[config.mk]
export PLATFORM = sky130hd
export DESIGN_NAME = spi_master_param_flat
export DESIGN_NICKNAME = d
export VERILOG_FILES = /design/src/rtl/spi_pkg.sv /design/src/rtl/spi_master_param_if.sv /design/src/rtl/spi_clk_div.sv /design/src/rtl/spi_master_param.sv /design/src/flat_wrapper.sv
export SDC_FILE = /design/constraint.sdc
export NUM_CORES = 1
export LEC_CHECK = 0
export BUFFER_PORTS_ARGS = -buffer_cell sky130_fd_sc_hd__buf_4
export CORE_MARGIN = 2
export CORE_UTILIZATION = 25
export CTS_CLUSTER_SIZE = 28
export DETAILED_ROUTE_END_ITERATION = 8
export SYNTH_ARGS = -nofsm -noshare
export SYNTH_HDL_FRONTEND = slang
export SYNTH_HIERARCHICAL = 1
export SYNTH_SLANG_ARGS = --single-unit
[constraint.sdc]
create_clock -name clk -period 1.6 [get_ports clk]
set_input_delay 0.24 -clock clk [delete_from_list [all_inputs] [get_ports clk]]
set_output_delay 0.24 -clock clk [all_outputs]
set_load 0.03 [all_outputs]
[src/rtl/spi_pkg.sv]
// Shared definitions for the parametrised SPI master: FSM state encoding
// and the four SPI mode codes, packed as {cpol, cpha}.
package spi_pkg;

    typedef enum logic [2:0] {
        IDLE  = 3'd0,
        SETUP = 3'd1,
        SHIFT = 3'd2,
        HOLD  = 3'd3,
        END   = 3'd4
    } state_t;

    localparam logic [1:0] MODE0 = 2'b00;
    localparam logic [1:0] MODE1 = 2'b01;
    localparam logic [1:0] MODE2 = 2'b10;
    localparam logic [1:0] MODE3 = 2'b11;

endpackage

[src/rtl/spi_master_param_if.sv]
// Control/status bus between system logic and the SPI master.
// "master" is the controlling side; "slave" is the SPI master block itself.
interface spi_master_param_if #(
    parameter int DATA_W = 8
);
    logic              start;
    logic [DATA_W-1:0] tx_data;
    logic              cpol;
    logic              cpha;
    logic              hold_cs;
    logic              stop;
    logic              busy;
    logic              done;
    logic [DATA_W-1:0] rx_data;

    modport master (
        output start, tx_data, cpol, cpha, hold_cs, stop,
        input  busy, done, rx_data
    );

    modport slave (
        input  start, tx_data, cpol, cpha, hold_cs, stop,
        output busy, done, rx_data
    );
endinterface

[src/rtl/spi_clk_div.sv]
// Free-running 0..CLK_DIV-1 counter; tick marks the terminal count.
// restart forces the count back to zero so a new state gets a full period.
module spi_clk_div #(
    parameter int CLK_DIV = 2
) (
    input  logic clk,
    input  logic reset,
    input  logic restart,
    output logic tick
);
    localparam int CW = (CLK_DIV > 1) ? $clog2(CLK_DIV) : 1;

    logic [CW-1:0] cnt;

    assign tick = (cnt == CW'(CLK_DIV - 1));

    // Count up, wrapping on tick or on an explicit restart.
    // NOTE: sequential state uses non-blocking assignments so every flop samples pre-edge values.
    always_ff @(posedge clk or posedge reset) begin
        if (reset) begin
            cnt <= '0;
        end else if (restart || tick) begin
            cnt <= '0;
        end else begin
            cnt <= cnt + 1'b1;
        end
    end
endmodule

[src/rtl/spi_master_param.sv]
// Generic full-duplex SPI master: configurable frame width, SCLK divider and
// SPI mode, with chip select optionally held low across back-to-back frames.
module spi_master_param
    import spi_pkg::*;
#(
    parameter int DATA_W  = 8,
    parameter int CLK_DIV = 2
) (
    input  logic              clk,
    input  logic              reset,
    spi_master_param_if.slave ctrl,
    output logic              SPICLK,
    output logic              SPIMOSI,
    input  logic              SPIMISO,
    output logic              SPICS_N
);
    localparam int EW = $clog2(2 * DATA_W);

    state_t            state;
    logic              cpol_q, cpha_q, hold_q;
    logic [DATA_W-1:0] tx_sr, rx_sr, rx_next, rx_data_q;
    logic [EW-1:0]     edge_cnt;
    logic              busy_q, done_q, sclk_q, mosi_q, cs_n_q;
    logic              tick, accept, stop_take, restart;
    logic              eff_cpha, sample_edge, last_edge;

    // A frame is accepted only when idle or holding CS; start beats stop.
    assign accept      = ctrl.start && (state == IDLE || state == HOLD);
    assign stop_take   = ctrl.stop && !ctrl.start && (state == HOLD);
    assign restart     = accept || stop_take;
    // From HOLD the mode of the held transaction is reused.
    assign eff_cpha    = (state == IDLE) ? ctrl.cpha : cpha_q;
    // Even edges are leading edges; cpha selects which parity samples.
    assign sample_edge = (edge_cnt[0] == cpha_q);
    assign last_edge   = (edge_cnt == EW'(2 * DATA_W - 1));
    assign rx_next     = sample_edge ? {rx_sr[DATA_W-2:0], SPIMISO} : rx_sr;

    spi_clk_div #(.CLK_DIV(CLK_DIV)) u_div (
        .clk     (clk),
        .reset   (reset),
        .restart (restart),
        .tick    (tick)
    );

    // Frame FSM with shift registers and registered SPI pins.
    always_ff @(posedge clk or posedge reset) begin
        if (reset) begin
            state     <= IDLE;
            cpol_q    <= 1'b0;
            cpha_q    <= 1'b0;
            hold_q    <= 1'b0;
            tx_sr     <= '0;
            rx_sr     <= '0;
            rx_data_q <= '0;
            edge_cnt  <= '0;
            busy_q    <= 1'b0;
            done_q    <= 1'b0;
            sclk_q    <= 1'b0;
            mosi_q    <= 1'b0;
            cs_n_q    <= 1'b1;
        end else begin
            // NOTE: done defaults low each cycle so a single assignment below yields a one-cycle pulse.
            done_q <= 1'b0;

            if (accept) begin
                // With cpha=0 the MSB must be on MOSI before the first leading edge.
                tx_sr <= eff_cpha ? ctrl.tx_data : (ctrl.tx_data << 1);
                if (!eff_cpha) begin
                    mosi_q <= ctrl.tx_data[DATA_W-1];
                end
                hold_q   <= ctrl.hold_cs;
                edge_cnt <= '0;
                busy_q   <= 1'b1;
                cs_n_q   <= 1'b0;
                state    <= SETUP;
            end

            case (state)
                IDLE: begin
                    if (ctrl.start) begin
                        cpol_q <= ctrl.cpol;
                        cpha_q <= ctrl.cpha;
                        sclk_q <= ctrl.cpol;
                    end
                end
                SETUP: begin
                    if (tick) begin
                        state <= SHIFT;
                    end
                end
                SHIFT: begin
                    if (tick) begin
                        sclk_q   <= ~sclk_q;
                        edge_cnt <= edge_cnt + 1'b1;
                        if (sample_edge) begin
                            rx_sr <= rx_next;
                        end else begin
                            mosi_q <= tx_sr[DATA_W-1];
                            tx_sr  <= tx_sr << 1;
                        end
                        if (last_edge) begin
                            done_q    <= 1'b1;
                            rx_data_q <= rx_next;
                            if (hold_q) begin
                                busy_q <= 1'b0;
                                state  <= HOLD;
                            end else begin
                                state  <= END;
                            end
                        end
                    end
                end
                HOLD: begin
                    if (stop_take) begin
                        busy_q <= 1'b1;
                        state  <= END;
                    end
                end
                END: begin
                    if (tick) begin
                        cs_n_q <= 1'b1;
                        busy_q <= 1'b0;
                        state  <= IDLE;
                    end
                end
                default: state <= IDLE;
            endcase
        end
    end

    assign SPICLK       = sclk_q;
    assign SPIMOSI      = mosi_q;
    assign SPICS_N      = cs_n_q;
    assign ctrl.busy    = busy_q;
    assign ctrl.done    = done_q;
    assign ctrl.rx_data = rx_data_q;
endmodule
[src/flat_wrapper.sv]
// flat-port wrapper written by rule: the top's interface ports become plain ports
module spi_master_param_flat import spi_pkg::*;
#(
    parameter int DATA_W  = 8,
    parameter int CLK_DIV = 2
)
  (clk, reset, SPICLK, SPIMOSI, SPIMISO, SPICS_N, ctrl_start, ctrl_tx_data, ctrl_cpol, ctrl_cpha, ctrl_hold_cs, ctrl_stop, ctrl_busy, ctrl_done, ctrl_rx_data);
  spi_master_param_if #(.DATA_W(DATA_W)) ctrl_i ();
  input  logic clk;
  input  logic reset;
  output logic SPICLK;
  output logic SPIMOSI;
  input  logic SPIMISO;
  output logic SPICS_N;
  input wire logic [$bits(ctrl_i.start)-1:0] ctrl_start;
  input wire logic [$bits(ctrl_i.tx_data)-1:0] ctrl_tx_data;
  input wire logic [$bits(ctrl_i.cpol)-1:0] ctrl_cpol;
  input wire logic [$bits(ctrl_i.cpha)-1:0] ctrl_cpha;
  input wire logic [$bits(ctrl_i.hold_cs)-1:0] ctrl_hold_cs;
  input wire logic [$bits(ctrl_i.stop)-1:0] ctrl_stop;
  output wire logic [$bits(ctrl_i.busy)-1:0] ctrl_busy;
  output wire logic [$bits(ctrl_i.done)-1:0] ctrl_done;
  output wire logic [$bits(ctrl_i.rx_data)-1:0] ctrl_rx_data;
  assign ctrl_i.start = ctrl_start;
  assign ctrl_i.tx_data = ctrl_tx_data;
  assign ctrl_i.cpol = ctrl_cpol;
  assign ctrl_i.cpha = ctrl_cpha;
  assign ctrl_i.hold_cs = ctrl_hold_cs;
  assign ctrl_i.stop = ctrl_stop;
  assign ctrl_busy = ctrl_i.busy;
  assign ctrl_done = ctrl_i.done;
  assign ctrl_rx_data = ctrl_i.rx_data;
  spi_master_param #(.DATA_W(DATA_W), .CLK_DIV(CLK_DIV)) u_core (.clk(clk), .reset(reset), .ctrl(ctrl_i), .SPICLK(SPICLK), .SPIMOSI(SPIMOSI), .SPIMISO(SPIMISO), .SPICS_N(SPICS_N));
endmodule
After elaboration in Yosys (flattened, before gate mapping)

Cells that the tools add are included.

Add/sub/neg operators: 2
$mul: 0
Divide/modulo/power cells: 0
$lt $le $gt $ge: 0
Equal/unequal tests: 8
Shift-type cells: 0
Mux-type cells: 40
Bitwise logic cells: 1
Reduce and logical (&&, ||, !) cells: 13

Operators by type and width:

| cell                | number |
|---|---|
| $mux 8              | 6 |
| $mux 1              | 21 |
| $mux 3              | 7 |
| $pmux 3 s5          | 1 |
| $mux 4              | 3 |
| $reduce_and 3->1    | 3 |
| $eq 3x2->1 const B  | 2 |
| $add 4x1->4 const B | 1 |
| $eq 4x4->1 const B  | 1 |
| $ne 2x2->1 const B  | 2 |
| $eq 3x1->1 const B  | 1 |
| $eq 3x3->1 const B  | 1 |
| $logic_and 1x1->1   | 3 |
| $logic_not 3->1     | 1 |
| $logic_or 1x1->1    | 3 |
| $pmux 1 s3          | 1 |
| $pmux 1 s2          | 1 |
| $reduce_and 2->1    | 1 |
| $reduce_bool 2->1   | 1 |
| $add 1x1->1 const B | 1 |
| $eq 1x1->1          | 1 |
| $logic_not 1->1     | 1 |
| $not 1->1           | 1 |

Register bits: 39
Latch bits: 0
RAM bits: 0
ROM bits: 0
Input port bits: 16
Output and inout port bits: 13
Word-level logic and storage cells: 77
Memories kept: 0

Depth between registers and ports, before layout

Gate-level depths: netlist of the first run.

Word-level depth: 8
Depth in mapped cells: 8

Hierarchy

Netlist of the first run, hierarchy kept.

Modules (own cells, without submodules):

| module           | instances | cells each | area each (um^2) | seq. area each (um^2) |
|---|---|---|---|---|
| spi_master_param | 1         | 181        | 1885.6           | 952.2 |
| spi_clk_div      | 1         | 3          | 32.5             | 25.0 |

Worst setup path before layout of the first run

No wires, ideal clock.

Kind: reg2reg
Start: register u_core.state[2]
End: register u_core.mosi_q (netlist: u_core/SPIMOSI)
Library setup time: 77 ps
Arrival: 1597 ps
Data required time: 1523 ps
Setup slack: -75 ps
Cell stages (with the launch flop): 7
Path buffers: 2
Period minus slack after synthesis: 1675 ps
Cells stage by stage: dfrtp_1 -> buf_4 -> nor3_1 -> mux2_2 -> buf_4 -> o31a_1 -> a21oi_1

Longest elaborated chain between the ends: 7
Elaborated cells on any way between the ends: 11
Those cells by class: eq/ne (2); mux (6); reduce/logical (3)

RTL lines:

| element                                              | RTL line                                       | text |
|---|---|---|
| start: declaration                                   | spi_master_param.sv:19                         | `state_t state;` |
| start signal: assignment                             | spi_master_param.sv:48                         | `state <= IDLE;` |
| start signal: assignment                             | spi_master_param.sv:75                         | `state <= SETUP;` |
| start signal: assignment                             | spi_master_param.sv:88                         | `state <= SHIFT;` |
| $logic_not 3->1 / $eq 3x2->1 (equally long branches) | spi_master_param.sv:28, spi_master_param.sv:32 |  |
| $mux 1 / $logic_or 1x1->1 (equally long branches)    | spi_master_param.sv:32, spi_master_param.sv:28 |  |
| $mux 1 / $logic_and 1x1->1 (equally long branches)   | spi_master_param.sv:68, spi_master_param.sv:28 |  |
| $mux 1                                               | spi_master_param.sv:65                         | `if (accept) begin` |
| $mux 1                                               | spi_master_param.sv:95                         | `if (sample_edge) begin` |
| $mux 1                                               | spi_master_param.sv:92                         | `if (tick) begin` |
| $mux 1 (*)                                           | spi_master_param.sv:78                         | `case (state)` |
| end signal: assignment                               | spi_master_param.sv:69                         | `mosi_q <= ctrl.tx_data[DATA_W-1];` |
| end signal: assignment                               | spi_master_param.sv:98                         | `mosi_q <= tx_sr[DATA_W-1];` |
| end: declaration                                     | spi_master_param.sv:23                         | `logic busy_q, done_q, sclk_q, mosi_q, cs_n_q;` |

Every way passes the cells marked *; elsewhere a longest branch is shown, timed or not.
A chain may end at the register's enable or synchronous reset.

Worst setup path in the final report of the first run

Start: register u_core.state[1]
End: register u_core.tx_sr[4]

Longest elaborated chain between the ends: 7
Elaborated cells on any way between the ends: 11
Those cells by class: eq/ne (2); mux (6); reduce/logical (3)

RTL lines:

| element                                              | RTL line                                       | text |
|---|---|---|
| $logic_not 3->1 / $eq 3x2->1 (equally long branches) | spi_master_param.sv:28, spi_master_param.sv:32 |  |
| $mux 1 / $logic_or 1x1->1 (equally long branches)    | spi_master_param.sv:32, spi_master_param.sv:28 |  |
| $mux 8 / $logic_and 1x1->1 (equally long branches)   | spi_master_param.sv:67, spi_master_param.sv:28 |  |
| $mux 8                                               | spi_master_param.sv:65                         |  |
| $mux 8                                               | spi_master_param.sv:95                         |  |
| $mux 8                                               | spi_master_param.sv:92                         |  |
| $mux 8 (*)                                           | spi_master_param.sv:78                         |  |
| end signal: assignment                               | spi_master_param.sv:67                         | `tx_sr <= eff_cpha ? ctrl.tx_data : (ctrl.tx_data << 1);` |
| end signal: assignment                               | spi_master_param.sv:99                         | `tx_sr <= tx_sr << 1;` |
| end: declaration                                     | spi_master_param.sv:21                         | `logic [DATA_W-1:0] tx_sr, rx_sr, rx_next, rx_data_q;` |

Marks and branches as above.

==> results of run 1 <==
[registers in the layout (all words and copies together), names as in the netlist]
register / count
u_core/ctrl.busy: 1
u_core/u_div/tick: 1
u_core/ctrl.done: 1
u_core/ctrl.rx_data: 8
u_core/state: 3
u_core/SPICS_N: 1
u_core/SPIMOSI: 1
u_core/SPICLK: 1
u_core/edge_cnt: 4
u_core/hold_q: 1
u_core/tx_sr: 8
u_core/cpha_q: 1
u_core/rx_sr: 8
[cell type report]
type                            instances  area [um^2]  area share (%)
Sequential cell                        39          980            40.1
Multi-Input combinational cell        125          851            34.8
Timing Repair Buffer                   44          362            14.8
Tap cell                               99          124            5.06
Clock buffer                            8          100            4.09
Inverter                                8         30.0            1.23
[layer usage]
metal	up-vias	track usage (%)
met3	2	2.90
met2	23	17.4
li1	721	-
met4	0	2.65
met1	717	12.8
met5	-	0
[worst register-to-register path, delay by kind of cell (launching register included)]
| family | cells | cell delay (ns) |
|---|---|---|
| flops | 1 | 0.45 |
| compound gates | 1 | 0.09 |
| simple gates | 1 | 0.22 |
| buf+inv | 1 | 0.14 |
| mux | 2 | 0.53 |
[synthesized netlist by cell type]
cell type | number | area (um^2)
a22oi_1 | 1 | 7.51
ha_1 | 1 | 12.5
o211ai_1 | 7 | 52.6
o31ai_1 | 1 | 7.51
nand4_1 | 2 | 12.5
o22ai_1 | 1 | 6.26
o41ai_1 | 1 | 8.76
nand3_1 | 9 | 45.0
and2_1 | 1 | 6.26
a21oi_1 | 14 | 70.1
clkbuf_2 | 1 | 5.00
or3_1 | 1 | 6.26
o221a_2 | 1 | 11.3
nor2_1 | 18 | 67.6
and3_1 | 1 | 6.26
mux2i_1 | 16 | 160
and4bb_2 | 1 | 12.5
inv_1 | 8 | 30.0
nand2b_1 | 1 | 6.26
mux2_2 | 11 | 124
o221ai_1 | 1 | 8.76
buf_6 | 3 | 33.8
nor3_1 | 4 | 20.0
xor2_1 | 4 | 35.0
o31a_1 | 1 | 8.76
o211a_1 | 1 | 10.0
buf_2 | 3 | 15.0
nor2b_1 | 1 | 6.26
and4_1 | 1 | 8.76
buf_4 | 6 | 45.0
nand2_1 | 19 | 71.3
dfstp_2 | 1 | 26.3
o21ai_0 | 4 | 20.0
dfrtp_1 | 38 | 951
[report_power, final]
group | internal [mW] | leakage (nW) | switching (mW)
combinational | 1.01 | 0.603 | 0.975
sequential | 1.31 | 0.494 | 0.267
clock | 0.394 | 0.0515 | 0.323
[per-stage QoR]
step / area, um^2 / util (%)
2_1_floorplan: 1930 / -
3_3_place_gp: 2280 / 31.1
3_5_place_dp: 2280 / 31.1
4_1_cts: 2390 / 32.6
5_1_grt: 2450 / 33.4
6_report: 2450 / 33.4
[worst paths after layout]
check | startpoint | endpoint | slack [ns]
worst min-delay path | ctrl_hold_cs | u_core/hold_q | 0.16
max in group asynchronous | reset | u_core/state[0] | 0.60
min in group asynchronous | reset | u_core/u_div/tick | 0.35
worst max-delay path | u_core/state[1] | u_core/tx_sr[4] | 0.06
worst min register to register | u_core/tx_sr[1] | u_core/tx_sr[2] | 0.50
worst max register to register | u_core/state[1] | u_core/tx_sr[4] | 0.06
[logic make-up after synthesis]
kind of cell	synth area share [%]
AO/OA/AOI/OAI	11.0
buffers and inverters	6.72
multiplexers	14.8
AND/OR/NAND/NOR	14.0
XOR/XNOR	1.83
flip-flops	50.9
adder cells (fa/ha/maj)	0.652
[repair_timing]
item	4_1_cts	5_1_grt
gates cloned	0	1
hold buffers	1	0
endpoints found under the setup margin	5	25
resized for setup	1	9
hold endpoints to repair	1	0
buffers inserted	0	3
pin swaps	0	1
==> metrics.txt, run 1 <==
hold_ws 0.163 ns; GP Congestion 0.850; clock-pin transition on the worst setup and hold timing paths 0.08 ns; Pwr Total 4.28 mW; leak pwr 1.15 nW; leading cell types in the layout, fill and taps excluded 40 x buf_4, 36 x dfrtp_1, 18 x nand2_1, 18 x nor2_1, 16 x mux2i_1; Starting DRT DRC Count 83; CP top delay family multiplexers; Placement Setup Slack -0.00174 ns; initial core utilization 26.2%; Pre-Repair DR Iteration Count 5; crit end category flop; startpoint types flop; vias in the first global route 1,491; Slew Limit Fails 0; Placed Instances 310; DR DRC count 0; Skew-Pair Late Insertion Delay 0.28 ns; MaxCap Viol Count 0; fin nets 240; RSZ-0062 raised after global routing true; area grow syn2layout 27.5%; core box area 0.00733 mm^2; CP bufs+invs 1; crit path DAT 1.71 ns; DIE AREA 0.00839 mm^2; Worst IR Drop VDD 0.758 mV; highest routed layer met4; setup TNS 0 ns; vias per cell 4.53; layout cell share with drive strength beyond 1 32.6%; chip height 91.6 um; # port buffers 28; CP required 1.77 ns; Metal-1 WL 1900 um; Post-Synthesis Cells 184; H-tree depth 2; status complete, no violations; HPWL after DPL 2960 um; PD cells 1750 mW/mm^2; period utilization 96.3%; sequential share of the synthesized area 50.9%; final hold vios 0; Ports 29; CP max stage delay 0.45 ns; Worst Tran Pin Value 0.498 ns; Crit-path slowest cell dfrtp_2; CTS Root Buffer Type clkbuf_8; Synth Register Bits 39; diode count 0; wire length per cell 12.8 um; syn_nets 201; maximum root-to-sink buffer count 2; kind of critical path flop to flop; Congestion Overflow GR 0; Num CTS Buffers 5; initial antenna violation count 0; Non-Filler Instances 323; routed wire length 4140 um; Synth cell types 34; Met2 Wirelength 2050 um; Synth Cell Area 0.00192 mm^2; final setup vio count 0; largest net degree at the start of global routing 39; final worst setup slack 0.0595 ns; All-Layer GR Usage 10.3%; Die W 91.6 um; cell breakdown of the critical path nor3_2 -> mux2_4 -> buf_6 -> mux2i_1 -> o211ai_1; antenna viol nets, final 0; CP max FO 9; Hold WC Path Type input port to flop; Num Clock Sinks 39; Clock Skew 0.00773 ns; via count 1,463; first-pass GRT wire length 7020 um; CTS tree yes; # fillers 751; Final min period 1.54 ns; WL met3 167 um; YS warnings 6; Avg Inst Size Synth 10.4 um^2; WP depth 5; most common cell after layout, fill and taps aside buf_4; f_max 0.649 GHz; Max-slew headroom 66.8%; Rows 31; WHS Path Cells 3; worst r2r path cells 5
(Power assumes the default switching activity.)
==> run 2, diff against run 1 <==
CTS_CLUSTER_SIZE = 10   (was 28)
clock period = 2 ns   (was 1.6 ns; I/O delays follow)
==> metrics.txt, run 2 (synthesized netlist as in run 1, its figures left out) <==
Ports 29 (unchanged); status complete, no violations; maximum root-to-sink buffer count 2 (unchanged); area grow syn2layout 21.6%; Hold WC Path Type input port to flop; f_max 0.572 GHz (-12%); crit path DAT 1.97 ns (+0.26 ns); Crit-path slowest cell dfrtp_1; fin nets 231 (-3.8%); Skew-Pair Late Insertion Delay 0.29 ns (about the same); # resized after CTS 0 (-1); wire length per cell 12.4 um (-3.0%); CP top delay family flip-flops; Worst Tran Pin Value 0.490 ns (-0.00834 ns); Slew Limit Fails 0 (unchanged); PD cells 1370 mW/mm^2 (-22%); DR DRC count 0 (unchanged); first-pass GRT wire length 6440 um (-8.4%); All-Layer GR Usage 9.83% (-0.45 points); Num Clock Sinks 39 (unchanged); hold_ws 0.212 ns (+0.0484 ns); CTS tree yes; post-layout util 31.8% (-1.6 points); period utilization 87.3% (-8.9 points); chip height 91.6 um (unchanged); core box area 0.00733 mm^2 (unchanged); final setup vio count 0 (unchanged); CP required 2.22 ns (+0.45 ns); Max-slew headroom 67.3% (+0.56 points); antenna viol nets, final 0 (unchanged); most common cell after layout, fill and taps aside dfrtp_1; cell breakdown of the critical path nor3_1 -> mux2_2 -> o31a_1 -> a21oi_1; # fillers 749 (-0.27%); CP bufs+invs 0 (-1); crit end category flop; MaxCap Viol Count 0 (unchanged); vias in the first global route 1,380 (-7.4%); Starting DRT DRC Count 70 (-16%); Die W 91.6 um (unchanged); initial core utilization 26.2% (unchanged); setup TNS 0 ns (unchanged); kind of critical path flop to flop; startpoint types flop; H-tree depth 2 (unchanged); Clock Skew 0.00412 ns (-0.00361 ns); leak pwr 1.09 nW (-5.1%); Final min period 1.75 ns (+0.206 ns); initial antenna violation count 0 (unchanged); HPWL after DPL 2810 um (-4.8%); Seq pwr share 40.0% (+3.1 points); DIE AREA 0.00839 mm^2 (unchanged); Rows 31 (unchanged); Comb power frac 41.3% (-5.0 points); Worst IR Drop VDD 0.575 mV (-24%); Pwr Total 3.19 mW (-25%); vias per cell 4.51 (-0.51%); routed wire length 3900 um (-5.7%); diode count 0 (unchanged); Num CTS Buffers 5 (unchanged); GP Congestion 0.819 (-3.6%); clock-pin transition on the worst setup and hold timing paths 0.08 ns (about the same); CP max stage delay 0.49 ns (+0.04 ns); final hold vios 0 (unchanged); Clk pwr share 18.7% (+1.9 points); P_sw 1.20 mW (-23%); largest net degree at the start of global routing 39 (unchanged); leading cell types in the layout, fill and taps excluded 38 x dfrtp_1, 34 x buf_4, 19 x nand2_1; layout cell share with drive strength beyond 1 26.5% (-6.1 points); RSZ-0062 raised after global routing false; Pre-Repair DR Iteration Count 4 (-1); Internal Power 1.99 mW (-27%); CTS Root Buffer Type clkbuf_8; # port buffers 28 (unchanged); Congestion Overflow GR 0 (unchanged); switching part of the total 37.7% (+1.1 points); via count 1,415 (-3.3%); CP max FO 11 (+2)
## run 2: final cells by class
cell class              count  area (um^2)  area share [%]
inverters                   8         30.0            1.29
flip-flops and latches     39          977            41.9
well taps                  99          124            5.31
multi-input cells         124          812            34.8
clock inverters             1         7.51           0.322
clock buffers               7         96.3            4.13
repair buffers             36          285            12.2
## run 2: worst paths after layout
path	start	depth (start not counted)	slack, ns	endpoint
worst min-delay path	ctrl_hold_cs	3	0.21	u_core/hold_q
min in group asynchronous	reset	3	0.40	u_core/u_div/tick
worst max-delay path	u_core/state[2]	4	0.25	u_core/SPIMOSI
worst max register to register	u_core/state[2]	4	0.25	u_core/SPIMOSI
max in group asynchronous	reset	4	0.95	u_core/SPICS_N
worst min register to register	u_core/tx_sr[3]	2	0.50	u_core/tx_sr[4]
## run 2: repair_timing
action	4_1_cts	5_1_grt
setup buffers	0	0
hold endpoints to repair	1	0
hold buffers	1	0
## run 2: metrics by stage
| step | setup slack, ns | instances | area (um^2) |
|---|---|---|---|
| finish | 0.253 | 314 | 2330 |
| global route | 0.139 | 314 | 2330 |
| CTS | 0.249 | 314 | 2330 |
| detailed placement | 0.289 | 305 | 2220 |
| global placement | 0.291 | 305 | 2220 |
| floorplan | 0.325 | 184 | 1920 |
## run 2: routing by layer
layer / part of all wire (%) / vias up / wire length (um) / global-route usage [%]
li1: - / 705 / - / -
met1: 46 / 676 / 1810 / 12.0
met2: 47 / 30 / 1850 / 15.9
met3: 4.6 / 4 / 179 / 3.15
met4: 1.7 / 0 / 67 / 4.17
met5: 0 / - / 0 / 0
## run 2: power by group through the flow
| stage | Combinational [mW] | Sequential (mW) | Clock, mW |
|---|---|---|---|
| after global placement | 1.31 | 1.28 | 0 |
| after global routing | 1.46 | 1.32 | 0.648 |
| after detailed placement | 1.33 | 1.29 | 0 |
| final | 1.32 | 1.28 | 0.596 |
| after floorplan | 1.08 | 1.26 | 0 |
| after CTS | 1.33 | 1.27 | 0.618 |
## run 2: worst reg2reg max path: cells and delay by family, from the launching register on
| kind | cells | cell delay (ns) |
|---|---|---|
| muxes | 1 | 0.49 |
| AOI/OAI and AO/OA | 2 | 0.46 |
| DFF | 1 | 0.49 |
| and+or+nand+nor | 1 | 0.25 |
